$ cat config.mk
export PLATFORM = sky130hd
export DESIGN_NAME = vga_timing_gen
export DESIGN_NICKNAME = d
export VERILOG_FILES = /design/src/rtl/vga_timing_gen.sv
export SDC_FILE = /design/constraint.sdc
export NUM_CORES = 1
export LEC_CHECK = 0
export ABC_AREA = 1
export BUFFER_PORTS_ARGS = -buffer_cell sky130_fd_sc_hd__buf_2
export CORE_MARGIN = 2
export CORE_UTILIZATION = 49
export DETAILED_ROUTE_END_ITERATION = 10
export HOLD_SLACK_MARGIN = 0.08
export PLACE_DENSITY = 0.72
export SLEW_MARGIN = 30
export SYNTH_ARGS = -nofsm -noshare
export SYNTH_HDL_FRONTEND = slang
export SYNTH_SLANG_ARGS = --single-unit
$ cat constraint.sdc
create_clock -name vga_clk -period 2.55 [get_ports vga_clk]
set_input_delay 0 -clock vga_clk [delete_from_list [all_inputs] [get_ports vga_clk]]
set_output_delay 0 -clock vga_clk [all_outputs]
set_load 0.1 [all_outputs]
$ cat src/rtl/vga_timing_gen.sv
// Raster timing generator for a VGA display path: pixel/line counters, registered syncs,
// a display-enable, and once-per-frame pulses for game logic.
module vga_timing_gen #(
    parameter int unsigned H_VISIBLE = 640,
    parameter int unsigned H_FRONT   = 16,
    parameter int unsigned H_SYNC    = 96,
    parameter int unsigned H_BACK    = 48,
    parameter int unsigned V_VISIBLE = 480,
    parameter int unsigned V_FRONT   = 10,
    parameter int unsigned V_SYNC    = 2,
    parameter int unsigned V_BACK    = 33
) (
    input  logic       vga_clk,
    input  logic       reset_n,
    input  logic       pix_en,
    output logic [9:0] DrawX,
    output logic [9:0] DrawY,
    output logic       hs,
    output logic       vs,
    output logic       blank,
    output logic       frame_start,
    output logic       vblank_start
);

    localparam int unsigned H_TOTAL = H_VISIBLE + H_FRONT + H_SYNC + H_BACK;
    localparam int unsigned V_TOTAL = V_VISIBLE + V_FRONT + V_SYNC + V_BACK;

    // 11-bit compare constants so a sync window ending exactly at 1024 does not wrap.
    localparam logic [10:0] H_LAST     = 11'(H_TOTAL - 1);
    localparam logic [10:0] V_LAST     = 11'(V_TOTAL - 1);
    localparam logic [10:0] H_VIS      = 11'(H_VISIBLE);
    localparam logic [10:0] V_VIS      = 11'(V_VISIBLE);
    localparam logic [10:0] V_VIS_LAST = 11'(V_VISIBLE - 1);
    localparam logic [10:0] H_SYNC_BEG = 11'(H_VISIBLE + H_FRONT);
    localparam logic [10:0] H_SYNC_END = 11'(H_VISIBLE + H_FRONT + H_SYNC);
    localparam logic [10:0] V_SYNC_BEG = 11'(V_VISIBLE + V_FRONT);
    localparam logic [10:0] V_SYNC_END = 11'(V_VISIBLE + V_FRONT + V_SYNC);

    if (H_TOTAL > 1024 || V_TOTAL > 1024) begin : g_total_check
        $error("vga_timing_gen: H_TOTAL and V_TOTAL must not exceed 1024");
    end

    logic [9:0] r_hc;
    logic [9:0] r_vc;
    logic       r_hs;
    logic       r_vs;
    logic       r_blank;
    logic       r_frame_start;
    logic       r_vblank_start;

    logic [9:0] w_hc_nxt;
    logic [9:0] w_vc_nxt;
    logic       w_h_wrap;
    logic       w_v_wrap;
    logic       w_hs_nxt;
    logic       w_vs_nxt;
    logic       w_blank_nxt;
    logic       w_frame_start_nxt;
    logic       w_vblank_start_nxt;

    always_comb begin
        w_h_wrap = ({1'b0, r_hc} == H_LAST);
        w_v_wrap = ({1'b0, r_vc} == V_LAST);
        w_hc_nxt = r_hc;
        w_vc_nxt = r_vc;
        if (pix_en) begin
            if (w_h_wrap) begin
                w_hc_nxt = '0;
                w_vc_nxt = w_v_wrap ? '0 : r_vc + 10'd1;
            end else begin
                w_hc_nxt = r_hc + 10'd1;
            end
        end

        // Syncs and blank follow the next position so they line up with DrawX/DrawY.
        w_hs_nxt    = !(({1'b0, w_hc_nxt} >= H_SYNC_BEG) && ({1'b0, w_hc_nxt} < H_SYNC_END));
        w_vs_nxt    = !(({1'b0, w_vc_nxt} >= V_SYNC_BEG) && ({1'b0, w_vc_nxt} < V_SYNC_END));
        w_blank_nxt = ({1'b0, w_hc_nxt} < H_VIS) && ({1'b0, w_vc_nxt} < V_VIS);

        w_frame_start_nxt  = pix_en && w_h_wrap && w_v_wrap;
        w_vblank_start_nxt = pix_en && w_h_wrap && ({1'b0, r_vc} == V_VIS_LAST);
    end

    always_ff @(posedge vga_clk or negedge reset_n) begin
        if (!reset_n) begin
            r_hc           <= '0;
            r_vc           <= '0;
            r_hs           <= 1'b1;
            r_vs           <= 1'b1;
            r_blank        <= 1'b1;
            r_frame_start  <= 1'b0;
            r_vblank_start <= 1'b0;
        end else begin
            r_hc           <= w_hc_nxt;
            r_vc           <= w_vc_nxt;
            r_hs           <= w_hs_nxt;
            r_vs           <= w_vs_nxt;
            r_blank        <= w_blank_nxt;
            r_frame_start  <= w_frame_start_nxt;
            r_vblank_start <= w_vblank_start_nxt;
        end
    end

    assign DrawX        = r_hc;
    assign DrawY        = r_vc;
    assign hs           = r_hs;
    assign vs           = r_vs;
    assign blank        = r_blank;
    assign frame_start  = r_frame_start;
    assign vblank_start = r_vblank_start;

endmodule

==> results of run 1 <==
-- worst paths after layout --
check	slack (ps)	depth (start not counted)	end	startpoint
setup / recovery	700	10	vs	DrawX[0]
hold / removal	170	2	DrawX[3]	reset_n
setup reg to reg	700	10	vs	DrawX[0]
hold reg to reg	540	1	DrawX[0]	DrawX[0]
max in group asynchronous	2000	2	vs	reset_n
min in group vga_clk	540	1	DrawX[0]	DrawX[0]
-- synth_stat cells --
cell type,n,share of area
nand3b_1,1,0.0050
nor2_8,2,0.026
dfrtp_1,22,0.36
nand2_4,1,0.0074
nor3b_1,1,0.0050
inv_2,6,0.015
nand4_1,6,0.025
o21ai_0,3,0.0099
nand3_2,3,0.020
inv_1,32,0.079
nand3_1,22,0.073
a21oi_1,3,0.0099
dfstp_2,3,0.052
xor2_1,2,0.012
nand2_2,4,0.017
o21bai_1,1,0.0050
nor2_1,24,0.060
nand2_1,53,0.13
nor3_4,1,0.011
nor3_1,4,0.013
ha_1,3,0.025
o21ai_1,1,0.0033
nor2_2,2,0.0083
buf_2,1,0.0033
or2_2,1,0.0041
o31ai_1,1,0.0050
nor2_4,1,0.0074
a22oi_1,1,0.0050
-- cells by family after synthesis --
group,synth area share
buffers and inverters,0.0975
AOI/OAI and AO/OA,0.0380
adders and majority gates,0.0248
xor gates and xnor gates,0.0116
DFF,0.416
and+or+nand+nor,0.412
-- layout by cell type (no fill, tap or decap), types with 4 or more instances in the layout --
cell type	Yosys	layout
buf_2	1	27
dfrtp_1	22	22
inv_1	32	32
inv_2	6	6
nand2_1	53	53
nand2_2	4	4
nand3_1	22	22
nand4_1	6	6
nor2_1	24	24
nor3_1	4	4
-- power by group through the flow --
stage | Sequential, mW | Combinational [mW] | Clock (mW)
floorplan | 1.12 | 0.265 | 0
detailed placement | 0.569 | 0.973 | 0
CTS | 0.560 | 0.978 | 0.190
global route | 0.574 | 1.04 | 0.209
finish | 0.560 | 0.972 | 0.188
global placement | 0.567 | 0.974 | 0
-- cell type report --
cell class / instances / share of cell area
inverters: 38 / 0.0822
repair buffers: 29 / 0.0894
flip-flops and latches: 25 / 0.363
multi-input cells: 141 / 0.425
clock inverters: 1 / 0.00433
well taps: 33 / 0.0238
clock buffers: 3 / 0.0130
-- metrics by stage --
step	hold WS [ps]	total power [mW]
final	166	1.72
after floorplan	-296	1.39
after CTS	197	1.73
after global placement	16.8	1.54
after detailed placement	28.8	1.54
after global routing	224	1.82
-- flip-flops by register name, indices dropped and copies added (netlist names) --
name	flops
DrawX	10
DrawY	10
blank	1
frame_start	1
hs	1
vblank_start	1
vs	1
-- layer usage --
metal | up-vias | track usage | share of wire
met4 | 0 | 0.0762 | 0.013
met3 | 5 | 0.0262 | 0.026
met2 | 22 | 0.352 | 0.51
met5 | - | 0 | 0
li1 | 706 | - | -
met1 | 622 | 0.259 | 0.45
-- timing repair --
action,CTS,global route
setup buffers,0,0
endpoints found under the hold margin,28,0
hold buffers,2,0
-- critical path, stage by stage, from the launching register on --
cell and delay [ps]:
dfrtp_1 440, ha_1 180, nand2_1 140, nor2_8 150, nand2_2 140, nor2_4 200, nand2_1 110, nand3_2 130
nand2_1 70, nor2_2 130, nand3_1 80
==> flow_metrics.py, run 1 <==
metrics = {
    "sta": {
        "drv_slew": 0,
        "worst_slack_ps": 698,
        "endpoints_failing_hold": 0,
        "min_period_ps": 1850,
        "clock_skew_ps": 8.65,
        "period_utilization": 0.726,
        "worstMarginPinSlew_ps": 555,
        "finalSetupViolations": 0,
        "maxSlewHeadroom": 0.630,
        "setup_tns_ps": 0,
        "grt_setup_unrepaired": "no",
        "fmax_mhz": 540,
    },
    "detailed_routing": {
        "remaining_drc_errors": 0,
        "drt-total-wl_microns": 3170,
        "drt-vias-per-instance": 5.02,
        "ant_nets": 0,
        "detailed_routing_iteration_count_for_the_pre_antenna_repair_pass": 4,
        "drt_iter0_drc": 44,
        "vias": 1355,
        "routedWlPerCell_microns": 11.7,
    },
    "yosys": {
        "postSynthNetCount": 211,
        "syn-cell-area_sq_um": 1510,
        "netlist_instances": 205,
        "flop_and_latch_count_out_of_synthesis": 25,
        "synth.yosys.seq_area_share": 0.416,
        "syn-mean-instance-area_sq_um": 7.39,
        "ys.warnings.count": 0,
        "yosysUniqueCellTypes": 28,
    },
    "placement": {
        "post-place-cells": 264,
        "routabilityCongestion": 0.866,
        "buffer_ports.inserted": 27,
        "detailedPlacementHpwl_microns": 2470,
        "place_worst_setup_slack_ps": 707,
        "placed_area_sq_um": 1690,
    },
    "cts": {
        "clock_insertion_delay_worst_skew_ps": 330,
        "clock_transition_at_the_registers_of_the_reported_paths_ps": 150,
        "cts_resized": 0,
        "cts_root_buffer_type": "clkbuf_4",
        "tritoncts.num_buffers": 3,
        "cts.sink_count": 25,
        "cts_max_path_buffers": 2,
        "htree_num_levels": 1,
        "tritoncts": "yes",
    },
    "floorplan": {
        "std_cell_rows": 20,
        "die_area_sq_um": 3550,
        "num_io_pins": 28,
        "core_area_sq_um": 3000,
        "initial_utilization": 0.504,
        "die_h_microns": 59.6,
        "die_w_microns": 59.6,
    },
    "power": {
        "clockPowerShare": 0.109,
        "internal-power_mw": 0.698,
        "switchingPower_mw": 1.02,
        "powerDensity_nw_per_um2": 991,
        "power_frac_seq": 0.326,
        "comb_power_share": 0.565,
        "max-vdd-ir-drop_v": 0.000328,
        "netSwitchingFraction": 0.594,
        "power_leakage_nw": 0.941,
    },
    "cells_and_area": {
        "design_area_sq_um": 1740,
        "seq_area_sq_um": 629,
        "area_of_the_multi_input_gates_sq_um": 737,
        "share_of_cells_above_drive_strength_1": 0.232,
        "area.growth.synth_to_final_pct": 14.6,
        "insertedDiodeCount": 0,
        "layout.core_utilization": 0.578,
        "filler_cell_count": 297,
        "instances_no_fill": 270,
        "finalNetCount": 244,
    },
    "critical_path": {
        "crit_required_ps": 2820,
        "timing.setup.critical_path_class": "flip-flop to flip-flop",
        "endpoint_kind": "flip-flop",
        "highest_net_fanout_along_the_worst_path": 8,
        "worst_ep_arrival_time_ps": 2120,
        "worst_setup_path_start_kind": "flip-flop",
    },
    "global_route": {
        "wire_length_of_the_first_global_routing_pass_microns": 5430,
        "first_global_vias": 1219,
        "antenna_found_initial": 0,
        "overall_routing_resource_usage": 0.204,
        "global_route_congestion_overflow_total": 0,
        "maximum_number_of_pins_on_one_net_before_global_route_repair": 26,
    },
    "outcome": {
        "status": "finished, final reports clean",
    },
    "min_path": {
        "hp-class": "input port to async pin",
    },
    "run": {
        "maxCapViolations": 0,
    },
}
Power figures use the tool's default switching activity.
==> run 2, diff against run 1 <==
--- a/config.mk
+++ b/config.mk
@@ -11,7 +11,7 @@
 export CORE_UTILIZATION = 49
 export DETAILED_ROUTE_END_ITERATION = 10
 export HOLD_SLACK_MARGIN = 0.08
-export PLACE_DENSITY = 0.72
+export PLACE_DENSITY = 0.74
 export SLEW_MARGIN = 30
 export SYNTH_ARGS = -nofsm -noshare
 export SYNTH_HDL_FRONTEND = slang
==> constraint.sdc (replaced) <==
create_clock -name vga_clk -period 1.66 [get_ports vga_clk]
set_input_delay 0 -clock vga_clk [delete_from_list [all_inputs] [get_ports vga_clk]]
set_output_delay 0 -clock vga_clk [all_outputs]
set_load 0.1 [all_outputs]
==> run 2 against run 1 <==
First-iteration DRC count up 66%; non-clock buffer count up 14; critical endpoint unchanged; highest routed layer unchanged; global-route usage up 0.23 points.
==> flow_metrics.py, run 2 (same netlist as run 1, synthesis figures left out) <==
metrics = {
    "global_route": {
        "global_route_congestion_overflow_total": 0,
        "overall_routing_resource_usage": 0.206,
        "antenna_found_initial": 0,
        "maximum_number_of_pins_on_one_net_before_global_route_repair": 26,
        "first_global_vias": 1330,
        "wire_length_of_the_first_global_routing_pass_microns": 5540,
    },
    "detailed_routing": {
        "drt-total-wl_microns": 3440,
        "drt-vias-per-instance": 5.04,
        "remaining_drc_errors": 0,
        "vias": 1431,
        "drt_iter0_drc": 73,
        "ant_nets": 0,
        "routedWlPerCell_microns": 12.1,
        "detailed_routing_iteration_count_for_the_pre_antenna_repair_pass": 4,
    },
    "power": {
        "netSwitchingFraction": 0.577,
        "power_leakage_nw": 1.02,
        "internal-power_mw": 1.19,
        "max-vdd-ir-drop_v": 0.000486,
        "powerDensity_nw_per_um2": 1460,
        "comb_power_share": 0.581,
        "switchingPower_mw": 1.63,
        "clockPowerShare": 0.103,
        "power_frac_seq": 0.316,
    },
    "cts": {
        "clock_insertion_delay_worst_skew_ps": 330,
        "tritoncts": "yes",
        "cts_root_buffer_type": "clkbuf_4",
        "cts.sink_count": 25,
        "clock_transition_at_the_registers_of_the_reported_paths_ps": 150,
        "htree_num_levels": 1,
        "tritoncts.num_buffers": 3,
        "cts_max_path_buffers": 2,
    },
    "critical_path": {
        "worst_ep_arrival_time_ps": 1920,
        "endpoint_kind": "flip-flop",
        "worst_setup_path_start_kind": "flip-flop",
        "timing.setup.critical_path_class": "flip-flop to flip-flop",
        "crit_required_ps": 1940,
        "regToRegSetupSlack_ps": 20,
        "highest_net_fanout_along_the_worst_path": 8,
    },
    "floorplan": {
        "die_w_microns": 59.6,
        "die_h_microns": 59.6,
        "die_area_sq_um": 3550,
        "num_io_pins": 28,
        "std_cell_rows": 20,
        "core_area_sq_um": 3000,
        "initial_utilization": 0.504,
    },
    "run": {
        "maxCapViolations": 0,
    },
    "cells_and_area": {
        "finalNetCount": 258,
        "layout_commonest_cell": "nand2_1",
        "layout_common_cells": "51 x nand2_1, 32 x inv_1, 27 x buf_2",
        "share_of_cells_above_drive_strength_1": 0.390,
        "area.growth.synth_to_final_pct": 27.9,
        "insertedDiodeCount": 0,
    },
    "sta": {
        "worst_slack_ps": 20.5,
        "period_utilization": 0.988,
        "clock_skew_ps": 10.5,
        "finalSetupViolations": 0,
        "endpoints_failing_hold": 0,
        "worstMarginPinSlew_ps": 551,
        "maxSlewHeadroom": 0.633,
        "min_period_ps": 1640,
        "hold_slack_ps": 165,
        "grt_setup_unrepaired": "yes",
        "setup_tns_ps": 0,
        "drv_slew": 0,
        "fmax_mhz": 610,
    },
    "min_path": {
        "hp-class": "input port to async pin",
    },
    "placement": {
        "detailedPlacementHpwl_microns": 2550,
        "place_worst_setup_slack_ps": -17.5,
        "buffer_ports.inserted": 27,
        "routabilityCongestion": 0.852,
    },
    "outcome": {
        "status": "finished, final reports clean",
    },
}
## run 2: timing repair
| item | in CTS | in global routing |
|---|---|---|
| pin swaps | 2 | 3 |
| hold buffers | 2 | 0 |
| endpoints found under the setup margin | 2 | 4 |
| endpoints found under the hold margin | 29 | 0 |
| gates resized for setup | 2 | 6 |
| buffers inserted | 1 | 3 |
## run 2: final timing paths
check	startpoint	end	depth (start not counted)
max	DrawX[1]	vs	9
min	reset_n	DrawY[0]	2
max reg2reg	DrawX[1]	vs	9
min reg2reg	DrawX[3]	DrawX[3]	3
max in group asynchronous	reset_n	DrawX[9]	2
min in group vga_clk	pix_en	DrawX[1]	5
## run 2: final cells by class
| type | instances | area, sq um |
|---|---|---|
| clock inverters | 1 | 7.51 |
| inverters | 38 | 145 |
| multi-input cells | 141 | 795 |
| flip-flops and latches | 25 | 666 |
| fillers | 277 | 1070 |
| repair buffers | 43 | 260 |
| well taps | 33 | 41.3 |
| clock buffers | 3 | 22.5 |
## run 2: per-stage QoR
stage	instances	instance area, sq um	utilization	power [mW]
4_1_cts	281	1890	0.630	2.81
3_3_place_gp	274	1830	0.609	2.50
6_report	284	1940	0.645	2.82
3_5_place_dp	274	1830	0.609	2.51
5_1_grt	284	1940	0.645	2.97
2_1_floorplan	205	1580	-	2.21
## run 2: power groups by stage
stage / registers (mW) / clock network, mW / logic, mW
floorplan: 1.78 / 0 / 0.428
global placement: 0.900 / 0 / 1.60
detailed placement: 0.905 / 0 / 1.60
CTS: 0.892 / 0.302 / 1.62
global route: 0.915 / 0.325 / 1.73
finish: 0.893 / 0.290 / 1.64
## run 2: worst max-delay path, cell delays in order (launching register included)
cell	delay, ps
dfrtp_4	450
ha_4	150
nand2_4	70
nor2_8	130
nand2_4	100
nor2_4	200
nand3_1	110
a22oi_1	220
inv_1	70
nand3_1	80
## run 2: layer usage
| layer | wire length (microns) | up-vias | track usage |
|---|---|---|---|
| li1 | - | 731 | - |
| met1 | 1580 | 649 | 0.269 |
| met2 | 1670 | 43 | 0.336 |
| met3 | 139 | 8 | 0.0284 |
| met4 | 51 | 0 | 0.0984 |
| met5 | 0 | - | 0 |
